**config.mk**
```make
export PLATFORM = sky130hd
export DESIGN_NAME = apb_decode_bridge
export DESIGN_NICKNAME = d
export VERILOG_FILES = /design/src/rtl/apb_decode_bridge.sv
export SDC_FILE = /design/constraint.sdc
export NUM_CORES = 1
export LEC_CHECK = 0
export BUFFER_PORTS_ARGS = -buffer_cell sky130_fd_sc_hd__buf_2
export CORE_AREA = 2 2 119 121
export DETAILED_ROUTE_END_ITERATION = 8
export DIE_AREA = 0 0 121 123
export PLACE_DENSITY = 0.8
export SKIP_CTS_REPAIR_TIMING = 1
export SYNTH_ARGS = -nofsm -noshare
export SYNTH_HDL_FRONTEND = slang
export SYNTH_SLANG_ARGS = --single-unit
```
**constraint.sdc**
```tcl
create_clock -name clk -period 2.1 [get_ports clk]
set_clock_uncertainty 0.15 [all_clocks]
set_input_delay 0.21 -clock clk [delete_from_list [all_inputs] [get_ports clk]]
set_output_delay 0.21 -clock clk [all_outputs]
set_load 0.01 [all_outputs]
```
**src/rtl/apb_decode_bridge.sv**
```systemverilog
`default_nettype none
// ============================================================================
// Module   : apb_decode_bridge
// Brief    : Registered APB 1-to-NUM_SLV address decoder with local decode
//            error responses; optional access timeout (APB_DECODE_TIMEOUT_EN).
// Revision : 1.0 - initial release
// ============================================================================
module apb_decode_bridge #(
  parameter int NUM_SLV     = 4,
  parameter int ADDR_W      = 32,
  parameter int DATA_W      = 32,
  parameter int SEL_LSB     = 12,
  parameter int SEL_W       = $clog2(NUM_SLV),
  parameter int TIMEOUT_CYC = 256
) (
  input  logic                      clk,
  input  logic                      rst,
  input  logic                      i_s_psel,
  input  logic                      i_s_penable,
  input  logic                      i_s_pwrite,
  input  logic [ADDR_W-1:0]         i_s_paddr,
  input  logic [DATA_W-1:0]         i_s_pwdata,
  output logic                      o_s_pready,
  output logic [DATA_W-1:0]         o_s_prdata,
  output logic                      o_s_pslverr,
  output logic [NUM_SLV-1:0]        o_m_psel,
  output logic                      o_m_penable,
  output logic                      o_m_pwrite,
  output logic [ADDR_W-1:0]         o_m_paddr,
  output logic [DATA_W-1:0]         o_m_pwdata,
  input  logic [NUM_SLV-1:0]        i_m_pready,
  input  logic [NUM_SLV*DATA_W-1:0] i_m_prdata,
  input  logic [NUM_SLV-1:0]        i_m_pslverr
);

  typedef enum logic [1:0] {
    ST_IDLE   = 2'd0,
    ST_SETUP  = 2'd1,
    ST_ACCESS = 2'd2,
    ST_RESP   = 2'd3
  } state_t;

  state_t              r_state;
  state_t              w_next;
  logic [ADDR_W-1:0]   r_addr;
  logic [DATA_W-1:0]   r_wdata;
  logic                r_write;
  logic [SEL_W-1:0]    r_idx;
  logic [DATA_W-1:0]   r_rdata;
  logic                r_err;

  logic [SEL_W-1:0]    w_idx;
  logic                w_dec_err;
  logic                w_sel_ready;
  logic [DATA_W-1:0]   w_sel_rdata;
  logic                w_expire;
  logic                w_capture;
  logic                w_done;
  logic                w_tmo;
  logic                w_sel_en;
  logic                w_penable;
  logic                w_pready;

  assign w_idx       = i_s_paddr[SEL_LSB +: SEL_W];
  // Anything above the select field must be zero for the address to map.
  assign w_dec_err   = (int'(w_idx) >= NUM_SLV) ||
                       ((i_s_paddr >> (SEL_LSB + SEL_W)) != '0);
  assign w_sel_ready = i_m_pready[r_idx];
  assign w_sel_rdata = i_m_prdata[int'(r_idx)*DATA_W +: DATA_W];

`ifdef APB_DECODE_TIMEOUT_EN
  localparam int c_CNT_W = $clog2(TIMEOUT_CYC);
  logic [c_CNT_W-1:0] r_cnt;

  assign w_expire = (r_cnt == c_CNT_W'(TIMEOUT_CYC - 1));

  // Held at zero outside ACCESS so it starts fresh on every entry.
  always_ff @(posedge clk) begin
    if (rst) begin
      r_cnt <= '0;
    end else if (r_state != ST_ACCESS) begin
      r_cnt <= '0;
    end else if (!w_sel_ready && !w_expire) begin
      r_cnt <= r_cnt + 1'b1;
    end
  end
`else
  assign w_expire = 1'b0;
`endif

  always_ff @(posedge clk) begin
    if (rst) begin
      r_state <= ST_IDLE;
    end else begin
      r_state <= w_next;
    end
  end

  always_comb begin
    w_next    = r_state;
    w_capture = 1'b0;
    w_done    = 1'b0;
    w_tmo     = 1'b0;
    w_sel_en  = 1'b0;
    w_penable = 1'b0;
    w_pready  = 1'b0;
    case (r_state)
      ST_IDLE: begin
        if (i_s_psel && !i_s_penable) begin
          w_capture = 1'b1;
          w_next    = w_dec_err ? ST_RESP : ST_SETUP;
        end
      end
      ST_SETUP: begin
        w_sel_en = 1'b1;
        w_next   = ST_ACCESS;
      end
      ST_ACCESS: begin
        w_sel_en  = 1'b1;
        w_penable = 1'b1;
        // A ready coinciding with expiry is a normal completion.
        if (w_sel_ready) begin
          w_done = 1'b1;
          w_next = ST_RESP;
        end else if (w_expire) begin
          w_tmo  = 1'b1;
          w_next = ST_RESP;
        end
      end
      ST_RESP: begin
        w_pready = 1'b1;
        w_next   = ST_IDLE;
      end
      default: w_next = ST_IDLE;
    endcase
  end

  always_ff @(posedge clk) begin
    if (rst) begin
      r_addr  <= '0;
      r_wdata <= '0;
      r_write <= 1'b0;
      r_idx   <= '0;
      r_rdata <= '0;
      r_err   <= 1'b0;
    end else if (w_capture) begin
      r_addr  <= i_s_paddr;
      r_wdata <= i_s_pwdata;
      r_write <= i_s_pwrite;
      r_idx   <= w_idx;
      r_rdata <= '0;
      r_err   <= w_dec_err;
    end else if (w_done) begin
      r_rdata <= r_write ? '0 : w_sel_rdata;
      r_err   <= i_m_pslverr[r_idx];
    end else if (w_tmo) begin
      r_rdata <= '0;
      r_err   <= 1'b1;
    end
  end

  assign o_m_psel    = w_sel_en ? (NUM_SLV'(1) << r_idx) : '0;
  assign o_m_penable = w_penable;
  assign o_m_pwrite  = r_write;
  assign o_m_paddr   = r_addr;
  assign o_m_pwdata  = r_wdata;
  assign o_s_pready  = w_pready;
  assign o_s_prdata  = w_pready ? r_rdata : '0;
  assign o_s_pslverr = w_pready & r_err;

endmodule
`default_nettype wire

```
Word-level counts from Yosys, hierarchy flattened --
Index checks and enable logic that the tools add are counted.
Cells by class: muxes and demuxes 21, reductions and logical operators 8, equal/unequal tests 5, shift operators 2, order comparisons 1, bitwise gates (word level) 1
Operator list (count):
- 128-bit by 8-bit variable part select with 32-bit output | 1
- 32-bit two-way mux | 3
- 32-bit nonzero test | 1
- 1-bit two-way mux | 11
- 2-bit one-hot mux with 4 select lines | 1
- 2-bit two-way mux | 3
- 1-bit binary-select mux with 2-bit select | 2
- 2-bit equality test (second input constant) | 2
- 4-bit two-way mux | 1
- 2-bit != test (second input constant) | 2
- 2-bit OR reduction | 2
- 1-bit by 2-bit << shifter with 4-bit output (first input constant) | 1
- 2-bit by 3-bit less-than comparator with 1-bit output (second input constant) | 1
- 2-bit by 1-bit equality test with 1-bit output (second input constant) | 1
- 2-bit zero test | 1
- 2-bit AND reduction | 1
- 2-bit nonzero test | 1
- 1-bit AND | 1
- 1-bit logical AND | 1
- 1-bit zero test | 1
Storage, ports and cells: logic and storage cells 45, flip-flop bits (word level) 102, output and inout bits 104, input bits 205

Depth between registers and ports, before layout --
Gate-level depths: netlist of the first run.
depth in word-level cells 6, mapped depth 9, mapped depth without buffers 6

Worst setup path after synthesis of the first run --
Ideal clock, no wire load.
path kind register to register, start point register, netlist name o_m_paddr[12], end point register r_rdata[12], buffers on the path 2, library setup time 128 ps, period minus slack after synthesis 1845 ps, required time 1822 ps, stages on the path, launching flop included 7, arrival time 1567 ps, path slack 255 ps, cells stage by stage dfxtp_1 > buf_6 > buf_6 > mux4_2 > nand3_1 > a2bb2oi_1 > nor2_1
RTL lines:
- end signal, assigned | line 154 | r_rdata <= r_write ? '0 : w_sel_rdata;
- end, declared | line 49 | logic [DATA_W-1:0] r_rdata;

Final worst setup path of the first run --
start point register r_state[1], end point register r_wdata[23] (netlist: o_m_pwdata[23])
On the way: cells in the longest elaborated chain, start to end 2
Ends and longest elaborated chain:
- start, declared | line 43 | state_t r_state;
- start signal, assigned | line 95 | r_state <= w_next;
- 2-bit zero test | line 107 | case (r_state)
- 1-bit two-way mux | line 107
- end signal, assigned | line 148 | r_wdata <= i_s_pwdata;
- end, declared | line 46 | logic [DATA_W-1:0] r_wdata;
Every way passes these cells. A chain may end at the register's enable or synchronous reset.

==> results.ini, run 1 <==
[final_layout]
nets=1099
stdcell_count=1075
area_growth_pct=53.3
antenna_cells=0
post-route-util_pct=54.5
multiInputGateArea_um2=2590
drive_gt1_share_pct=42.6
fill_cells=1204
ff_latch_area_um2=2000

[pwr]
p_clk_share_pct=27.3
p_seq_share_pct=38.7
p_sw_mw=1.94
fin_total_pwr_mw=5.76
p_sw_share_pct=33.7
comb_power_share_pct=34.0
p_int_mw=3.82
ir_drop_mv=0.463
power_density_nw_per_um2=776
p_leak_nw=3.46

[run_status]
violations=negative hold slack
status=finished with violations

[floorplan]
die_w_um=121
start_util_pct=35.6
top_level_ports=309
die_y_um=123
core_area_um2=13600
die-area_um2=14900
rows=43

[route]
vias_per_cell=5.03
ant_nets=0
via_count=5412
drt_iter0_drc=353
wl_um=17300
wl_per_cell_um=16.1
drc=0
first_pass_iters=4

[synth]
synth-seq-cells=100
yosysWarnings=0
synthCells=547
syn-cell-area_um2=4840
syn_nets=756
synth_area_leader_cell=dfxtp_1
synth_top_cell_area_share_pct=41.3
synth_edf_count=0
synth.most_common_cell=nand2_1
synth.avg_cell_area_um2=8.85
seq_area_frac_synth_pct=41.3
yosys-top-cells-area=dfxtp_1, mux4_2, nand2_1, a21oi_1, a2bb2oi_1
netlist_top_cells_count=nand2_1, dfxtp_1, a21oi_1
synth_ff_type=dfxtp_1
ys_async_sr_fraction_pct=0
synthDistinctLibCells=27

[timing]
maxSlewHeadroom_pct=68.5
worst_slack_ns=0.144
worst_slew_pin_slew_ns=0.473
slew_viol_final=0
max_freq_mhz=511
hold_slack_ns=-0.0227
finalCritPeriodShare_pct=93.1
hold_violations=3
final.min_clock_period_ns=1.96
finalSetupViolCount=0

[clock_tree]
cts_made_buffers=9
cts.path.max_buffers=2
clock_sinks=100
clockRootBuffer=clkbuf_16
clk_pin_slew_worst_paths_ns=0.07
htreeDepth=3
cts_tree=done
clock_latency_ns=0.34

[job]
maxCapViolCount=0

[global_route]
grt-ovfl-total=0
grt_pass1_wl_um=23200
antenna_found_initial=0
grt_pass1_vias=4812
grtUsageTotal_pct=19.8
grt_max_degree=66

[place]
dp_hpwl_um=11500
gp_congestion=0.823
port_buffers=308
place_ws_ns=0.196
dp.cells=999

[critical_path]
end_kind=register
path_cells=inv_1 -> ha_1 -> inv_1 -> or2_2 -> buf_4 -> nand2_1 -> a21oi_1
crit_buf_inv=3
critPathMaxFanout=45
crit_path_max_incr_delay_ns=0.41
cp_top_family=buffers and inverters
critPathKind=register to register
cp.required_ns=2.21
arrival_ns=2.07
crit_top_cell=inv_1
start_kind=register
slowest_stage=buf_4

[min_path]
holdCritPathClass=primary input to register

## path summary, 6_finish.rpt
check,start,endpoint,slack (ns),depth (start not counted)
min reg2reg,o_m_paddr[28],o_m_paddr[28],0.30,2
max reg2reg,r_state[1],o_m_pwdata[23],0.14,7
max,r_state[1],o_m_pwdata[23],0.14,7
min,i_s_paddr[23],o_m_paddr[23],-0.02,3
## sequential cells by signal, indices dropped and copies added (netlist names)
name	flops
r_rdata	32
o_m_pwdata	32
r_err	1
o_m_paddr	32
o_m_pwrite	1
r_state	2
## worst reg2reg max path, cell delays in order (launching register included)
cell and delay, ns:
dfxtp_1 0.39, inv_1 0.08, ha_1 0.22, inv_1 0.11, or2_2 0.15, buf_4 0.41, nand2_1 0.17, a21oi_1 0.20
## through the flow
step	setup TNS (ns)	instance area (um2)
6_report	0	7420
3_5_place_dp	0	6540
3_3_place_gp	0	6540
5_1_grt	-0.0376	7420
4_1_cts	0	6820
2_1_floorplan	0	4840
## cell usage in the layout, fill, tap and decap left out, types with 2 or more instances in the layout
| cell | netlist | final |
|---|---|---|
| clkinvlp_4 | 0 | 3 |
| buf_2 | 13 | 308 |
| a2bb2oi_1 | 33 | 33 |
| nand2b_1 | 3 | 3 |
| and2_1 | 33 | 33 |
| dlygate4sd3_1 | 0 | 60 |
| nor3_1 | 2 | 2 |
| dfxtp_2 | 0 | 2 |
| nor4_1 | 4 | 4 |
| or2_2 | 2 | 2 |
| dfxtp_1 | 100 | 98 |
| buf_12 | 0 | 4 |
| nor2_1 | 36 | 35 |
| nand2_1 | 132 | 132 |
| buf_4 | 3 | 12 |
| mux4_2 | 34 | 34 |
| ha_1 | 4 | 3 |
| clkbuf_16 | 0 | 9 |
| a21oi_1 | 66 | 66 |
| inv_1 | 4 | 4 |
| nand3_1 | 34 | 34 |
## cells by family (layout without fill, tap and decap cells)
family                     Yosys count  count (layout)  share of synthesized area [%]
and+or+nand+nor                    250             250                           22.9
AOI/OAI and AO/OA                  102             102                           13.4
DFF                                100             100                           41.3
buffers and inverters               56             404                           5.37
muxes                               35              35                           16.0
adders and majority gates            4               4                           1.03
## final cells by class
| type | count | area share (%) |
|---|---|---|
| clock buffers | 10 | 3.08 |
| clock inverters | 6 | 0.640 |
| inverters | 4 | 0.202 |
| multi-input cells | 391 | 34.9 |
| flip-flops and latches | 100 | 27.0 |
| well taps | 180 | 3.03 |
| repair buffers | 384 | 31.1 |
## power by group through the flow
stage          Clock [mW]  Sequential, mW  Combinational, mW
2_1_floorplan           0            2.31               1.13
3_3_place_gp            0            2.25               1.83
3_5_place_dp            0            2.26               1.86
4_1_cts              1.63            2.22               1.87
5_1_grt              1.70            2.25               2.15
6_report             1.57            2.23               1.96
## per-layer routing
layer / up-vias / GRT usage, % / wire length, um
met1: 2538 / 22.1 / 6440
li1: 2575 / - / -
met3: 33 / 4.24 / 1480
met2: 266 / 36.8 / 8990
met4: 0 / 7.34 / 368
met5: - / 0 / 0
Power figures use the tool's default switching activity.
==> inputs of run 2 (changes only) <==
--- a/config.mk
+++ b/config.mk
@@ -5,11 +5,12 @@
 export SDC_FILE = /design/constraint.sdc
 export NUM_CORES = 1
 export LEC_CHECK = 0
+export ABC_AREA = 1
 export BUFFER_PORTS_ARGS = -buffer_cell sky130_fd_sc_hd__buf_2
-export CORE_AREA = 2 2 119 121
+export CORE_AREA = 2 2 120 122
 export DETAILED_ROUTE_END_ITERATION = 8
-export DIE_AREA = 0 0 121 123
-export PLACE_DENSITY = 0.8
+export DIE_AREA = 0 0 122 124
+export PLACE_DENSITY = 0.83
 export SKIP_CTS_REPAIR_TIMING = 1
 export SYNTH_ARGS = -nofsm -noshare
 export SYNTH_HDL_FRONTEND = slang
==> run 2 against run 1 <==
- non-clock buffer count increased by 4
- setup slack gained 0.052 ns
- worst hold slack better by 0.051 ns
- sequential share of layout area is 1.4 points lower
- clock power grew 16%
- critical endpoint is now o_m_psel[3]
- final area rose by 5.3%
- the run now ends clean
- via count up 26%
- die area increased by 1.6%
- largest cell class unchanged
==> results.ini, run 2 <==
[run_status]
status=complete, no violations  ; was finished with violations

[timing]
fin_tns_setup_ns=0  ; unchanged
final.min_clock_period_ns=1.90  ; was 1.96 ns
finalCritPeriodShare_pct=90.7  ; was 93.1%
slew_viol_final=0  ; unchanged
worst_slew_pin_slew_ns=0.719  ; was 0.473 ns
hold_violations=0  ; was 3
finalSetupViolCount=0  ; unchanged
maxSlewHeadroom_pct=51.9  ; was 68.5%
max_freq_mhz=525  ; was 511 MHz
rsz0062_at_grt=no

[synth]
synthCells=851  ; was 547
yosys.area_share.adder_pct=0.949  ; was 1.03%
yosys.area_share.simple_pct=42.5  ; was 22.9%
ys_async_sr_fraction_pct=0  ; unchanged
synth.avg_cell_area_um2=6.20  ; was 8.85 um2
synth_compound_area_share_pct=6.74  ; was 13.4%
synth.most_common_cell=nand2_1  ; unchanged
synthDistinctLibCells=19  ; was 27
yosysWarnings=0  ; unchanged
synth_area_leader_cell=dfxtp_1  ; unchanged
synth_edf_count=0  ; unchanged
yosys-top-cells-area=dfxtp_1, nand2_1, nand3_1, a21oi_1, inv_1  ; was dfxtp_1, mux4_2, nand2_1, a21oi_1, a2bb2oi_1
synth_mux_area_share_pct=0  ; was 16.0%
syn-cell-area_um2=5270  ; was 4840 um2
synth-xor-area-share_pct=0  ; unchanged
synth_top_cell_area_share_pct=38.0  ; was 41.3%
seq_area_frac_synth_pct=38.0  ; was 41.3%
syn_nets=1060  ; was 756
synth-seq-cells=100  ; unchanged
synth_top_family_by_area=simple AND/OR/NAND/NOR gates  ; unchanged
netlist_top_cells_count=nand2_1, nand3_1, dfxtp_1  ; was nand2_1, dfxtp_1, a21oi_1
synth_ff_type=dfxtp_1  ; unchanged

[critical_path]
crit_buf_inv=3  ; unchanged
cp_top_family=flip-flops  ; was buffers and inverters
crit_top_cell=inv_1  ; unchanged
critPathMaxFanout=4  ; was 45
critPathKind=register to output pin  ; was register to register
start_kind=register  ; unchanged
crit_path_max_incr_delay_ns=0.36  ; was 0.41 ns
end_kind=output pin  ; was register
cp.required_ns=1.74  ; was 2.21 ns
slowest_stage=dfxtp_1  ; was buf_4
path_cells=inv_1 -> ha_1 -> inv_1 -> nor3_1 -> buf_2  ; was inv_1 -> ha_1 -> inv_1 -> or2_2 -> buf_4 -> nand2_1 -> a21oi_1
arrival_ns=1.54  ; was 2.07 ns

[pwr]
power_density_nw_per_um2=860  ; was 776 nW/um2
p_leak_nw=4.18  ; was 3.46 nW
ir_drop_mv=0.533  ; was 0.463 mV

[route]
vias_per_cell=4.95  ; was 5.03
ant_nets=0  ; unchanged
wl_um=19400  ; was 17300 um
drt_iter0_drc=350  ; was 353
via_count=6800  ; was 5412
wl_per_cell_um=14.1  ; was 16.1 um
first_pass_iters=5  ; was 4
drc=0  ; unchanged

[place]
gp_congestion=0.817  ; was 0.823
place_area_um2=6870  ; was 6540 um2
port_buffers=308  ; unchanged
dp_hpwl_um=12700  ; was 11500 um

[final_layout]
area_growth_pct=48.2  ; was 53.3%
layout_common_cells=nand2_1, buf_2, nand3_1  ; was buf_2, nand2_1, dfxtp_1
final_area_um2=7820  ; was 7420 um2
antenna_cells=0  ; unchanged
nets=1397  ; was 1099
drive_gt1_share_pct=29.4  ; was 42.6%
fill_cells=1282  ; was 1204
multiInputGateArea_um2=2650  ; was 2590 um2
ff_latch_area_um2=2000  ; about the same
final_common_cell=nand2_1  ; was buf_2

[clock_tree]
cts.path.max_buffers=2  ; unchanged
clock_sinks=100  ; unchanged
cts_made_buffers=9  ; unchanged
htreeDepth=3  ; unchanged
clockRootBuffer=clkbuf_16  ; unchanged
clk_pin_slew_worst_paths_ns=0.08  ; was 0.07 ns
cts_tree=done  ; unchanged
clock_latency_ns=0.35  ; was 0.34 ns

[global_route]
grt_max_degree=63  ; was 66
grt_pass1_vias=5498  ; was 4812
antenna_found_initial=0  ; unchanged
grt_pass1_wl_um=25700  ; was 23200 um
grtUsageTotal_pct=21.3  ; was 19.8%
grt-ovfl-total=0  ; unchanged

[floorplan]
core_area_um2=13700  ; was 13600 um2
top_level_ports=309  ; unchanged
start_util_pct=38.4  ; was 35.6%
die_w_um=122  ; was 121 um
die_y_um=124  ; was 123 um
rows=43  ; unchanged
die-area_um2=15100  ; was 14900 um2

[job]
maxCapViolCount=0  ; unchanged

[min_path]
holdCritPathClass=primary input to register  ; unchanged

[run 2: cell count changes after synthesis, moves of 4 or more]
cell	delta
buf_2	+9
buf_1	-5
nand4_1	+32
mux4_2	-34
nor4_1	-4
nor2_1	+10
and2_1	-33
buf_4	+6
a2bb2oi_1	-33
nand3_1	+69
nand2_1	+215
inv_1	+71
o21ai_0	+4
[run 2: worst paths after layout]
| path | start | end | slack, ns | cells past startpoint |
|---|---|---|---|---|
| max | r_state[1] | o_m_psel[3] | 0.20 | 5 |
| min | i_s_pwrite | o_m_pwrite | 0.03 | 3 |
| max reg2reg | o_m_paddr[13] | r_rdata[2] | 0.22 | 8 |
| min reg2reg | o_m_paddr[16] | o_m_paddr[16] | 0.31 | 2 |
[run 2: logic make-up after synthesis]
kind of cell	after synthesis
simple gates	535
compound gates	71
flops	100
fa+ha+maj	4
buf+inv	141
[run 2: final cells by class]
class | instances | area share, %
well taps | 180 | 2.88
clock inverters | 7 | 1.33
repair buffers | 388 | 29.6
multi-input cells | 610 | 33.9
inverters | 79 | 3.86
flip-flops and latches | 100 | 25.6
clock buffers | 9 | 2.88
[run 2: metrics by stage]
stage | setup WS [ns] | hold WS, ns | utilization, % | power, mW | instances
2_1_floorplan | 0.544 | 0.204 | - | 4.06 | 851
3_3_place_gp | 0.270 | 0.298 | 50.1 | 4.77 | 1295
3_5_place_dp | 0.254 | 0.302 | 50.1 | 4.81 | 1295
4_1_cts | 0.152 | -0.0716 | 52.4 | 6.65 | 1311
5_1_grt | 0.0628 | 0.0298 | 57.0 | 7.20 | 1373
6_report | 0.196 | 0.0285 | 57.0 | 6.72 | 1373
[run 2: metal layers]
metal	vias up	GRT usage [%]	part of all wire [%]
met5	-	0	0
met1	3067	23.9	37
met3	44	6.04	9.5
met2	342	38.4	51
met4	0	7.69	2.5
li1	3347	-	-
[run 2: worst reg2reg max path, cell delays in order (launching register included)]
cell and delay (ns):
dfxtp_1 0.42, inv_6 0.14, nor2_4 0.58, nand2_1 0.16, nand4_1 0.13, nand2_1 0.06
nand2_1 0.07, nand2_1 0.05, nor2_1 0.07
[run 2: report_power, final]
part	switching (mW)	internal, mW
Clock	0.849	0.971
Sequential	0.163	2.19
Combinational	1.58	0.972
